==> src/rtl/neogeo_m68k_pkg.sv <==
// Shared types for the 68000 bus-cycle controller: bus FSM states and the
// interrupt-acknowledge function code.
package neogeo_m68k_pkg;

  typedef enum logic [2:0] {
    IDLE     = 3'd0,
    WAIT_CNT = 3'd1,
    WAIT_EXT = 3'd2,
    ACK      = 3'd3,
    ACK_VPA  = 3'd4,
    BERR     = 3'd5
  } bus_state_t;

  localparam logic [2:0] FC_IACK = 3'b111;

  function automatic logic is_wait(input bus_state_t s);
    return (s == WAIT_CNT) || (s == WAIT_EXT);
  endfunction

endpackage

==> src/rtl/m68k_clken_gen.sv <==
// PHI1/PHI2 clock-enable divider for the fx68k core plus a CPU reset
// stretcher that releases on a PHI2 enable after RESET_HOLD PHI2 pulses.
module m68k_clken_gen #(
  parameter int DIV        = 2,
  parameter int RESET_HOLD = 16
) (
  input  logic i_clk,
  input  logic i_rst,
  input  logic i_pause,
  output logic o_en_phi1,
  output logic o_en_phi2,
  output logic o_cpu_reset
);

  localparam int CW = $clog2(DIV);
  localparam logic [CW-1:0] CNT_LAST = CW'(DIV - 1);
  localparam logic [CW-1:0] CNT_MID  = CW'(DIV / 2 - 1);
  localparam int HW = $clog2(RESET_HOLD + 1) + 1;
  localparam logic [HW-1:0] HOLD_LAST = HW'((RESET_HOLD == 0) ? 0 : RESET_HOLD - 1);

  logic [CW-1:0] r_cnt;
  logic          r_en_phi1;
  logic          r_en_phi2;
  logic [HW-1:0] r_hold;
  logic          r_cpu_reset;

  // Pause keeps the phase counter, so the enable pattern resumes where it stopped.
  always_ff @(posedge i_clk) begin
    if (i_rst) begin
      r_cnt     <= '0;
      r_en_phi1 <= 1'b0;
      r_en_phi2 <= 1'b0;
    end else if (i_pause) begin
      r_en_phi1 <= 1'b0;
      r_en_phi2 <= 1'b0;
    end else begin
      r_cnt     <= (r_cnt == CNT_LAST) ? '0 : r_cnt + CW'(1);
      r_en_phi2 <= (r_cnt == CNT_MID);
      r_en_phi1 <= (r_cnt == CNT_LAST);
    end
  end

  always_ff @(posedge i_clk) begin
    if (i_rst) begin
      r_hold      <= '0;
      r_cpu_reset <= 1'b1;
    end else if (r_cpu_reset && r_en_phi2) begin
      r_hold <= r_hold + HW'(1);
      if (r_hold == HOLD_LAST) r_cpu_reset <= 1'b0;
    end
  end

  assign o_en_phi1   = r_en_phi1;
  assign o_en_phi2   = r_en_phi2;
  assign o_cpu_reset = r_cpu_reset;

endmodule

==> src/rtl/m68k_bus_ctrl.sv <==
// 68000 bus-cycle controller: clock enables, CPU reset, and termination of
// each bus cycle with DTACK, autovector VPA or BERR on timeout.
module m68k_bus_ctrl
  import neogeo_m68k_pkg::*;
#(
  parameter int                     DIV          = 2,
  parameter int                     NUM_REGIONS  = 8,
  parameter int                     WAIT_W       = 4,
  parameter logic [NUM_REGIONS-1:0] EXT_MASK     = '0,
  parameter int                     TIMEOUT      = 255,
  parameter int                     RESET_HOLD   = 16,
  parameter int                     AUTOVEC_MODE = 0
) (
  input  logic                            CLK_24M,
  input  logic                            RESET,
  input  logic                            PAUSE,
  output logic                            EN_PHI1,
  output logic                            EN_PHI2,
  output logic                            CPU_RESET,
  input  logic                            nAS,
  input  logic [22:0]                     M68K_ADDR,
  input  logic [2:0]                      FC,
  input  logic                            IPL2n,
  input  logic [$clog2(NUM_REGIONS)-1:0]  REGION_SEL,
  input  logic [NUM_REGIONS*WAIT_W-1:0]   WAIT_CFG,
  input  logic                            EXT_ACK,
  output logic                            nDTACK,
  output logic                            nVPA,
  output logic                            nBERR,
  output logic [22:0]                     BERR_ADDR
);

  localparam int TW = (TIMEOUT > 0) ? $clog2(TIMEOUT + 1) : 1;
  localparam logic [TW-1:0] TCNT_LAST = TW'((TIMEOUT == 0) ? 0 : TIMEOUT - 1);

  logic                   w_en_phi2;
  bus_state_t             r_state;
  bus_state_t             w_state_nxt;
  logic [WAIT_W-1:0]      r_wcnt;
  logic [TW-1:0]          r_tcnt;
  logic [WAIT_W-1:0]      w_field;
  logic [NUM_REGIONS-1:0] w_ext_mask;
  logic                   w_iack;
  logic                   w_wdone;
  logic                   w_tdone;
  logic                   w_ndtack;
  logic                   w_nvpa;
  logic                   w_nberr;
  logic                   w_berr_latch;
  logic                   r_ndtack;
  logic                   r_nvpa;
  logic                   r_nberr;
  logic [22:0]            r_berr_addr;

  m68k_clken_gen #(
    .DIV        (DIV),
    .RESET_HOLD (RESET_HOLD)
  ) u_clken (
    .i_clk       (CLK_24M),
    .i_rst       (RESET),
    .i_pause     (PAUSE),
    .o_en_phi1   (EN_PHI1),
    .o_en_phi2   (w_en_phi2),
    .o_cpu_reset (CPU_RESET)
  );

  assign EN_PHI2    = w_en_phi2;
  assign w_ext_mask = EXT_MASK;
  assign w_field    = WAIT_CFG[REGION_SEL*WAIT_W +: WAIT_W];
  // Autovector detect: interrupt acknowledge space at the top of the address map.
  assign w_iack     = (AUTOVEC_MODE != 0) ? (FC == FC_IACK)
                                          : (!IPL2n && (&M68K_ADDR[22:3]));
  assign w_wdone    = w_en_phi2 && (r_wcnt <= WAIT_W'(1));
  assign w_tdone    = (TIMEOUT != 0) && w_en_phi2 && (r_tcnt == TCNT_LAST);

  always_ff @(posedge CLK_24M) begin
    if (RESET) r_state <= IDLE;
    else       r_state <= w_state_nxt;
  end

  // Abort beats everything; a same-cycle ack beats the timeout.
  always_comb begin
    w_state_nxt = r_state;
    case (r_state)
      IDLE: begin
        if (!nAS) begin
          if (w_iack)                      w_state_nxt = ACK_VPA;
          else if (w_ext_mask[REGION_SEL]) w_state_nxt = WAIT_EXT;
          else if (w_field == '0)          w_state_nxt = ACK;
          else                             w_state_nxt = WAIT_CNT;
        end
      end
      WAIT_CNT: begin
        if (nAS)          w_state_nxt = IDLE;
        else if (w_wdone) w_state_nxt = ACK;
        else if (w_tdone) w_state_nxt = BERR;
      end
      WAIT_EXT: begin
        if (nAS)          w_state_nxt = IDLE;
        else if (EXT_ACK) w_state_nxt = ACK;
        else if (w_tdone) w_state_nxt = BERR;
      end
      ACK, ACK_VPA, BERR: begin
        if (nAS) w_state_nxt = IDLE;
      end
      default: w_state_nxt = IDLE;
    endcase
  end

  always_comb begin
    w_ndtack     = (r_state != ACK);
    w_nvpa       = (r_state != ACK_VPA);
    w_nberr      = (r_state != BERR);
    w_berr_latch = is_wait(r_state) && (w_state_nxt == BERR);
  end

  always_ff @(posedge CLK_24M) begin
    if (RESET) begin
      r_wcnt <= '0;
      r_tcnt <= '0;
    end else if (r_state == IDLE) begin
      if (!nAS) begin
        r_wcnt <= w_field;
        r_tcnt <= '0;
      end
    end else if (is_wait(r_state) && w_en_phi2) begin
      r_tcnt <= r_tcnt + TW'(1);
      if (r_state == WAIT_CNT && r_wcnt != '0) r_wcnt <= r_wcnt - WAIT_W'(1);
    end
  end

  always_ff @(posedge CLK_24M) begin
    if (RESET) begin
      r_ndtack    <= 1'b1;
      r_nvpa      <= 1'b1;
      r_nberr     <= 1'b1;
      r_berr_addr <= '0;
    end else begin
      r_ndtack <= w_ndtack;
      r_nvpa   <= w_nvpa;
      r_nberr  <= w_nberr;
      if (w_berr_latch) r_berr_addr <= M68K_ADDR;
    end
  end

  assign nDTACK    = r_ndtack;
  assign nVPA      = r_nvpa;
  assign nBERR     = r_nberr;
  assign BERR_ADDR = r_berr_addr;

endmodule
==> config.mk <==
export PLATFORM = sky130hd
export DESIGN_NAME = m68k_bus_ctrl
export DESIGN_NICKNAME = d
export VERILOG_FILES = /design/src/rtl/neogeo_m68k_pkg.sv /design/src/rtl/m68k_clken_gen.sv /design/src/rtl/m68k_bus_ctrl.sv
export SDC_FILE = /design/constraint.sdc
export NUM_CORES = 1
export LEC_CHECK = 0
export ABC_AREA = 1
export ABC_CLOCK_PERIOD_IN_PS = 1600
export BUFFER_PORTS_ARGS = -buffer_cell sky130_fd_sc_hd__clkbuf_2
export CORE_MARGIN = 4
export CORE_UTILIZATION = 30
export DETAILED_ROUTE_END_ITERATION = 7
export PLACE_DENSITY_LB_ADDON = 0.2
export SLEW_MARGIN = 20
export SYNTH_ARGS = -nofsm -noshare
export SYNTH_HDL_FRONTEND = slang
export SYNTH_SLANG_ARGS = --single-unit
==> constraint.sdc <==
create_clock -name CLK_24M -period 1.6 [get_ports CLK_24M]
set_input_delay 0.08 -clock CLK_24M [delete_from_list [all_inputs] [get_ports CLK_24M]]
set_output_delay 0.08 -clock CLK_24M [all_outputs]
set_load 0.05 [all_outputs]
======== Word level (Yosys, flattened, before mapping) ========
Memory sizes are Yosys's and may differ from the RTL's.
Cells that the tools add are included.
operators by class
  shift operators ......................... 1
  muxes and demuxes ....................... 20
  $add $sub $neg .......................... 4
  $lt $le $gt $ge ......................... 2
  equality and inequality tests ........... 12
  bitwise logic cells ..................... 1
  reductions and logical operators ........ 20
operators with widths
  cell                 number
  $shiftx 32x6->4      1
  $mux 3               8
  $mux 8               3
  $reduce_and 20->1    1
  $mux 4               4
  $pmux 3 s4           1
  $eq 3x3->1 const B   3
  $add 8x1->8 const B  1
  $eq 8x8->1 const B   1
  $logic_and 1x1->1    7
  $add 6x1->6 const B  1
  $eq 3x2->1 const B   2
  $eq 6x4->1 const B   1
  $ne 3x3->1 const B   2
  $le 4x1->1 const B   1
  $logic_not 4->1      1
  $lt 3x4->1 const B   1
  $mux 2               2
  $reduce_and 2->1     2
  $reduce_bool 2->1    2
  $reduce_bool 4->1    1
  $sub 4x1->4 const B  1
  $eq 3x1->1 const B   1
  $logic_not 3->1      1
  10 further kinds     11
storage, ports and cells
  memories kept ........................... 1
  memory bits (read-only) ................. 8
  register bits after elaboration ......... 51
  output and inout bits ................... 29
memory list
  memory           depth  bits a word  rd ports  clocked after memory_dff  write ports  RTL line             RTL
  (no name shown)  8      1            1         0                         0            m68k_bus_ctrl.sv:88  else if (w_ext_mask[REGION_SEL]) w_state_nxt = WAIT_EXT;

======== Logic depth before layout (Yosys ltp) ========
  depth in word-level cells ............... 9
  gate-level depth with buffers ........... 14

======== Hierarchy ========
Synthesis repeated with hierarchy kept, for this count alone.
unflattened totals
  cell total of the unflattened synthesis .. 477
  area total of the unflattened synthesis .. 2957.8 µm²
modules (own cells, without submodules)
  module          cells an instance  instances  area each (µm²)
  m68k_bus_ctrl   420                1          2532.4
  m68k_clken_gen  57                 1          425.4

======== Worst setup path after synthesis ========
No wires, ideal clock.
  path type ............................... register to register
  from .................................... reg u_clken.r_en_phi2, in the netlist u_clken.o_en_phi2
  to ...................................... reg u_clken.r_cpu_reset, in the netlist u_clken.o_cpu_reset
  buffers on the path ..................... 0
  cell stages (with the launch flop) ...... 9
  setup slack ............................. -0.107 ns
  setup time .............................. 0.125 ns
  arrival ................................. 1.583 ns
  cells stage by stage .................... dfxtp_1 > nand2_1 > inv_1 > nand2_1 > nor2_1 > nand2_1 > or2_2 > o21ai_0 > nand2_1
on the way
  longest elaborated chain between the ends .. 2
ends and longest elaborated chain
  item                        RTL line              RTL
  from (decl)                 m68k_clken_gen.sv:23  logic r_en_phi2;
  from (signal assigned)      m68k_clken_gen.sv:38  r_en_phi2 <= (r_cnt == CNT_MID);
  $logic_and 1x1->1           m68k_clken_gen.sv:47  end else if (r_cpu_reset && r_en_phi2) begin
  $reduce_and 2->1 (no line)  --
  to (signal assigned)        m68k_clken_gen.sv:46  r_cpu_reset <= 1'b1;
  to (signal assigned)        m68k_clken_gen.sv:49  if (r_hold == HOLD_LAST) r_cpu_reset <= 1'b0;
  to (decl)                   m68k_clken_gen.sv:25  logic r_cpu_reset;
No other way between the ends.
A chain may end at the register's enable or synchronous reset.

======== Worst setup path after layout ========
  from .................................... reg r_wcnt[0]
  to ...................................... reg r_berr_addr[9], in the netlist BERR_ADDR[9]
on the way
  longest elaborated chain between the ends .. 7
ends and longest elaborated chain
  item                    RTL line              RTL
  from (decl)             m68k_bus_ctrl.sv:39   logic [WAIT_W-1:0] r_wcnt;
  from (signal assigned)  m68k_bus_ctrl.sv:123  r_wcnt <= w_field;
  from (signal assigned)  m68k_bus_ctrl.sv:128  if (r_state == WAIT_CNT && r_wcnt != '0) r_wcnt <= r_wcnt - WAIT_W'(1);
  $le 4x1->1              m68k_bus_ctrl.sv:73   assign w_wdone = w_en_phi2 && (r_wcnt <= WAIT_W'(1));
  $logic_and 1x1->1       m68k_bus_ctrl.sv:73
  $mux 3                  m68k_bus_ctrl.sv:95   else if (w_wdone) w_state_nxt = ACK;
  $mux 3                  m68k_bus_ctrl.sv:94   if (nAS) w_state_nxt = IDLE;
  $pmux 3 s4              m68k_bus_ctrl.sv:84   case (r_state)
  $eq 3x3->1              m68k_bus_ctrl.sv:114  w_berr_latch = is_wait(r_state) && (w_state_nxt == BERR);
  $logic_and 1x1->1       m68k_bus_ctrl.sv:114
  to (signal assigned)    m68k_bus_ctrl.sv:137  r_berr_addr <= '0;
  to (signal assigned)    m68k_bus_ctrl.sv:142  if (w_berr_latch) r_berr_addr <= M68K_ADDR;
  to (decl)               m68k_bus_ctrl.sv:53   logic [22:0] r_berr_addr;
No other way between the ends.

==> run metrics <==
Num CTS Buffers=5; status=finished with violations; final-report hold violation count=0; fmax=598 MHz; CTS root buffer=clkbuf_8; htree depth=2; Worst Path Max Fanout=12; Final #Nets=596; Layout Cells excl Fill=629; leak pwr=1.77 nW; post-DR wirelength/cell=between 10 and 15 um; syn avg cell area=between 6 and 7 sq um; CTS tree=yes; vias=roughly 2900; Ys Warns=0; final worst setup slack=-0.0712 ns; DRC viols=0; Final Skew=0.00920 ns; slew margin rel.=0.782; most frequent cells in the layout=clkbuf_2, nand2_1, nor2_1; final WL=7.32 mm; Req. time, crit path=about 1.8 ns; die area=10300 sq um; synthesis-stage register bit count=51; final core utilization=0.445; period utilization=1.04; Crit Path Class=reg -> reg; Setup Slack @ Placement=-0.190 ns; RD Place Congestion=around 0.86; commonest non-fill, non-tap cell in the layout=clkbuf_2; synthesized instance count=396; peak supply drop=approximately 0.38 mV; Worst-Skew Late Latency=about 0.31 ns; Port Buffers=92; Final Slew Violations=0; Max Used Layer=met4; initial antenna violation count=0; post-synth design cell area=2630 sq um; placed cell areas=3340 sq um; CP Launch Type=flip-flop; Final setup viols=21; cell area after layout=approximately 3700 sq um; DRT iter0 DRCs=87; failing checks=negative setup slack; GRT Util Overall=0.142; Via-to-Cell Ratio=4.61; crit path capture type=flip-flop; Row Count=33; hpwl dp=5.43 mm; vias in the first global route=2744; ANT cells=0; setup repair after global routing missed its margin=true; syn_nets=about 470; # clock sinks=51; Starting Density=0.313; Synth cell types=29; WL met2=3.48 mm; Met3 Wirelength=a little over 400 um; Max Cap Viol=0; DR pass1 iterations=4; worst slew pin tran=about 0.33 ns; core area=8380 sq um; Tmin final=1.67 ns; die height=102 um; CTS max path bufs=2; layout cells sized above 1=0.351; first-pass GRT wire length=12.0 mm; Min-Delay Path Class=in -> reg; register area share after synthesis=0.389; I/O Pins=between 90 and 100; Placed Instances=607; Post-DRT Antenna Nets=0; largest net degree at the start of global routing=30; die width=102 um; P&R area growth vs syn=41.9%; clock-pin slew on the worst setup and hold paths=0.10 ns; TNS Setup=-1.22 ns; met1 WL=3.35 mm; Overflow after GRT=0; Worst EP arrival=1.88 ns; PwrDens=between 700 and 800 nW/um^2
final timing paths:
check        depth (start not counted)  slack [ns]     startpoint           endpoint
max                                 13       -0.07      r_wcnt[0]       BERR_ADDR[9]
max reg2reg                         13       -0.07      r_wcnt[0]       BERR_ADDR[9]
min reg2reg                          2        0.46  u_clken.r_cnt  u_clken.o_en_phi1
min                                  3        0.02   M68K_ADDR[0]       BERR_ADDR[0]
Yosys cell counts:
cell type  instances  share of area
a21oi_1           16          0.030
a221oi_1           2         0.0067
buf_2              4         0.0076
buf_6              2         0.0086
buf_8              2          0.011
clkbuf_1           4         0.0057
clkinv_1           1         0.0014
dfxtp_1           51           0.39
ha_1               6          0.029
inv_1             44          0.063
inv_2              3         0.0043
inv_6              1         0.0033
nand2_1           84           0.12
nand2_2            3         0.0071
nand2_4            1         0.0043
nand3_1           21          0.040
nand3b_1           2         0.0057
nand4_1            6          0.014
nor2_1            78           0.11
nor2_2             3         0.0071
nor3_1             4         0.0076
nor3_2             1         0.0038
nor4_1             1         0.0024
o211ai_1           5          0.014
o21ai_0           21          0.040
o21ai_1           24          0.046
or2_1              1         0.0024
or2_2              3         0.0071
xor2_1             2         0.0067
cells by family (layout without fill, tap and decap cells):
group | after synthesis | in the layout | synth area share
AND/OR/NAND/NOR | 208 | 210 | 0.333
buffers and inverters | 61 | 187 | 0.105
XOR/XNOR | 2 | 2 | 0.00667
adder cells (fa/ha/maj) | 6 | 6 | 0.0286
flip-flops | 51 | 51 | 0.389
AO/OA/AOI/OAI | 68 | 68 | 0.137
where the power goes:
part	switching (mW)	total [mW]	internal, mW
clock	0.473	0.799	0.325
combinational	0.300	0.553	0.253
sequential	0.0251	1.32	1.30
area by class of cell:
type | count | area, sq um
flip-flops and latches | 51 | 1030
repair buffers | 127 | 756
well taps | 105 | 131
clock buffers | 5 | 68.8
repair inverters | 3 | 31.3
multi-input cells | 286 | 1480
clock inverters | 3 | 28.8
fillers | 864 | 4660
inverters | 49 | 196
stage by stage:
step	power (mW)	hold slack (ns)
floorplan	1.60	0.152
global route	2.85	0.00855
detailed placement	1.82	0.266
finish	2.67	0.0160
CTS	2.69	0.00791
global placement	1.82	0.269
routing by layer:
layer / vias up / GRT usage
met5: - / 0
met4: 0 / 0.0460
met1: 1304 / 0.175
met2: 60 / 0.246
met3: 8 / 0.0303
li1: 1525 / -
state kept, by name, indices dropped and copies added, names as in the netlist:
name                 cells
BERR_ADDR               23
r_tcnt                   8
u_clken.r_hold           6
r_wcnt                   4
r_state                  3
nBERR                    1
nDTACK                   1
nVPA                     1
u_clken.o_cpu_reset      1
u_clken.o_en_phi1        1
u_clken.o_en_phi2        1
u_clken.r_cnt            1
worst max-delay path: stages, from the launching register on:
cell,delay (ns)
dfxtp_4,0.39
inv_4,0.04
ha_4,0.15
inv_2,0.05
nand2_1,0.06
nand3_2,0.06
nand2_1,0.07
o211ai_1,0.08
nand3_1,0.13
nand2_4,0.14
buf_12,0.13
nand2_8,0.09
o21ai_2,0.13
nor2_1,0.05
timing repair:
item / 4_1_cts / 5_1_grt
resized for setup: 35 / 13
endpoints found under the setup margin: 24 / 33
hold buffers: 3 / 0
hold endpoints to repair: 4 / 0
pin swaps: 10 / 7
setup buffers: 4 / 2
cloned: 5 / 0
(Power assumes the default switching activity.)
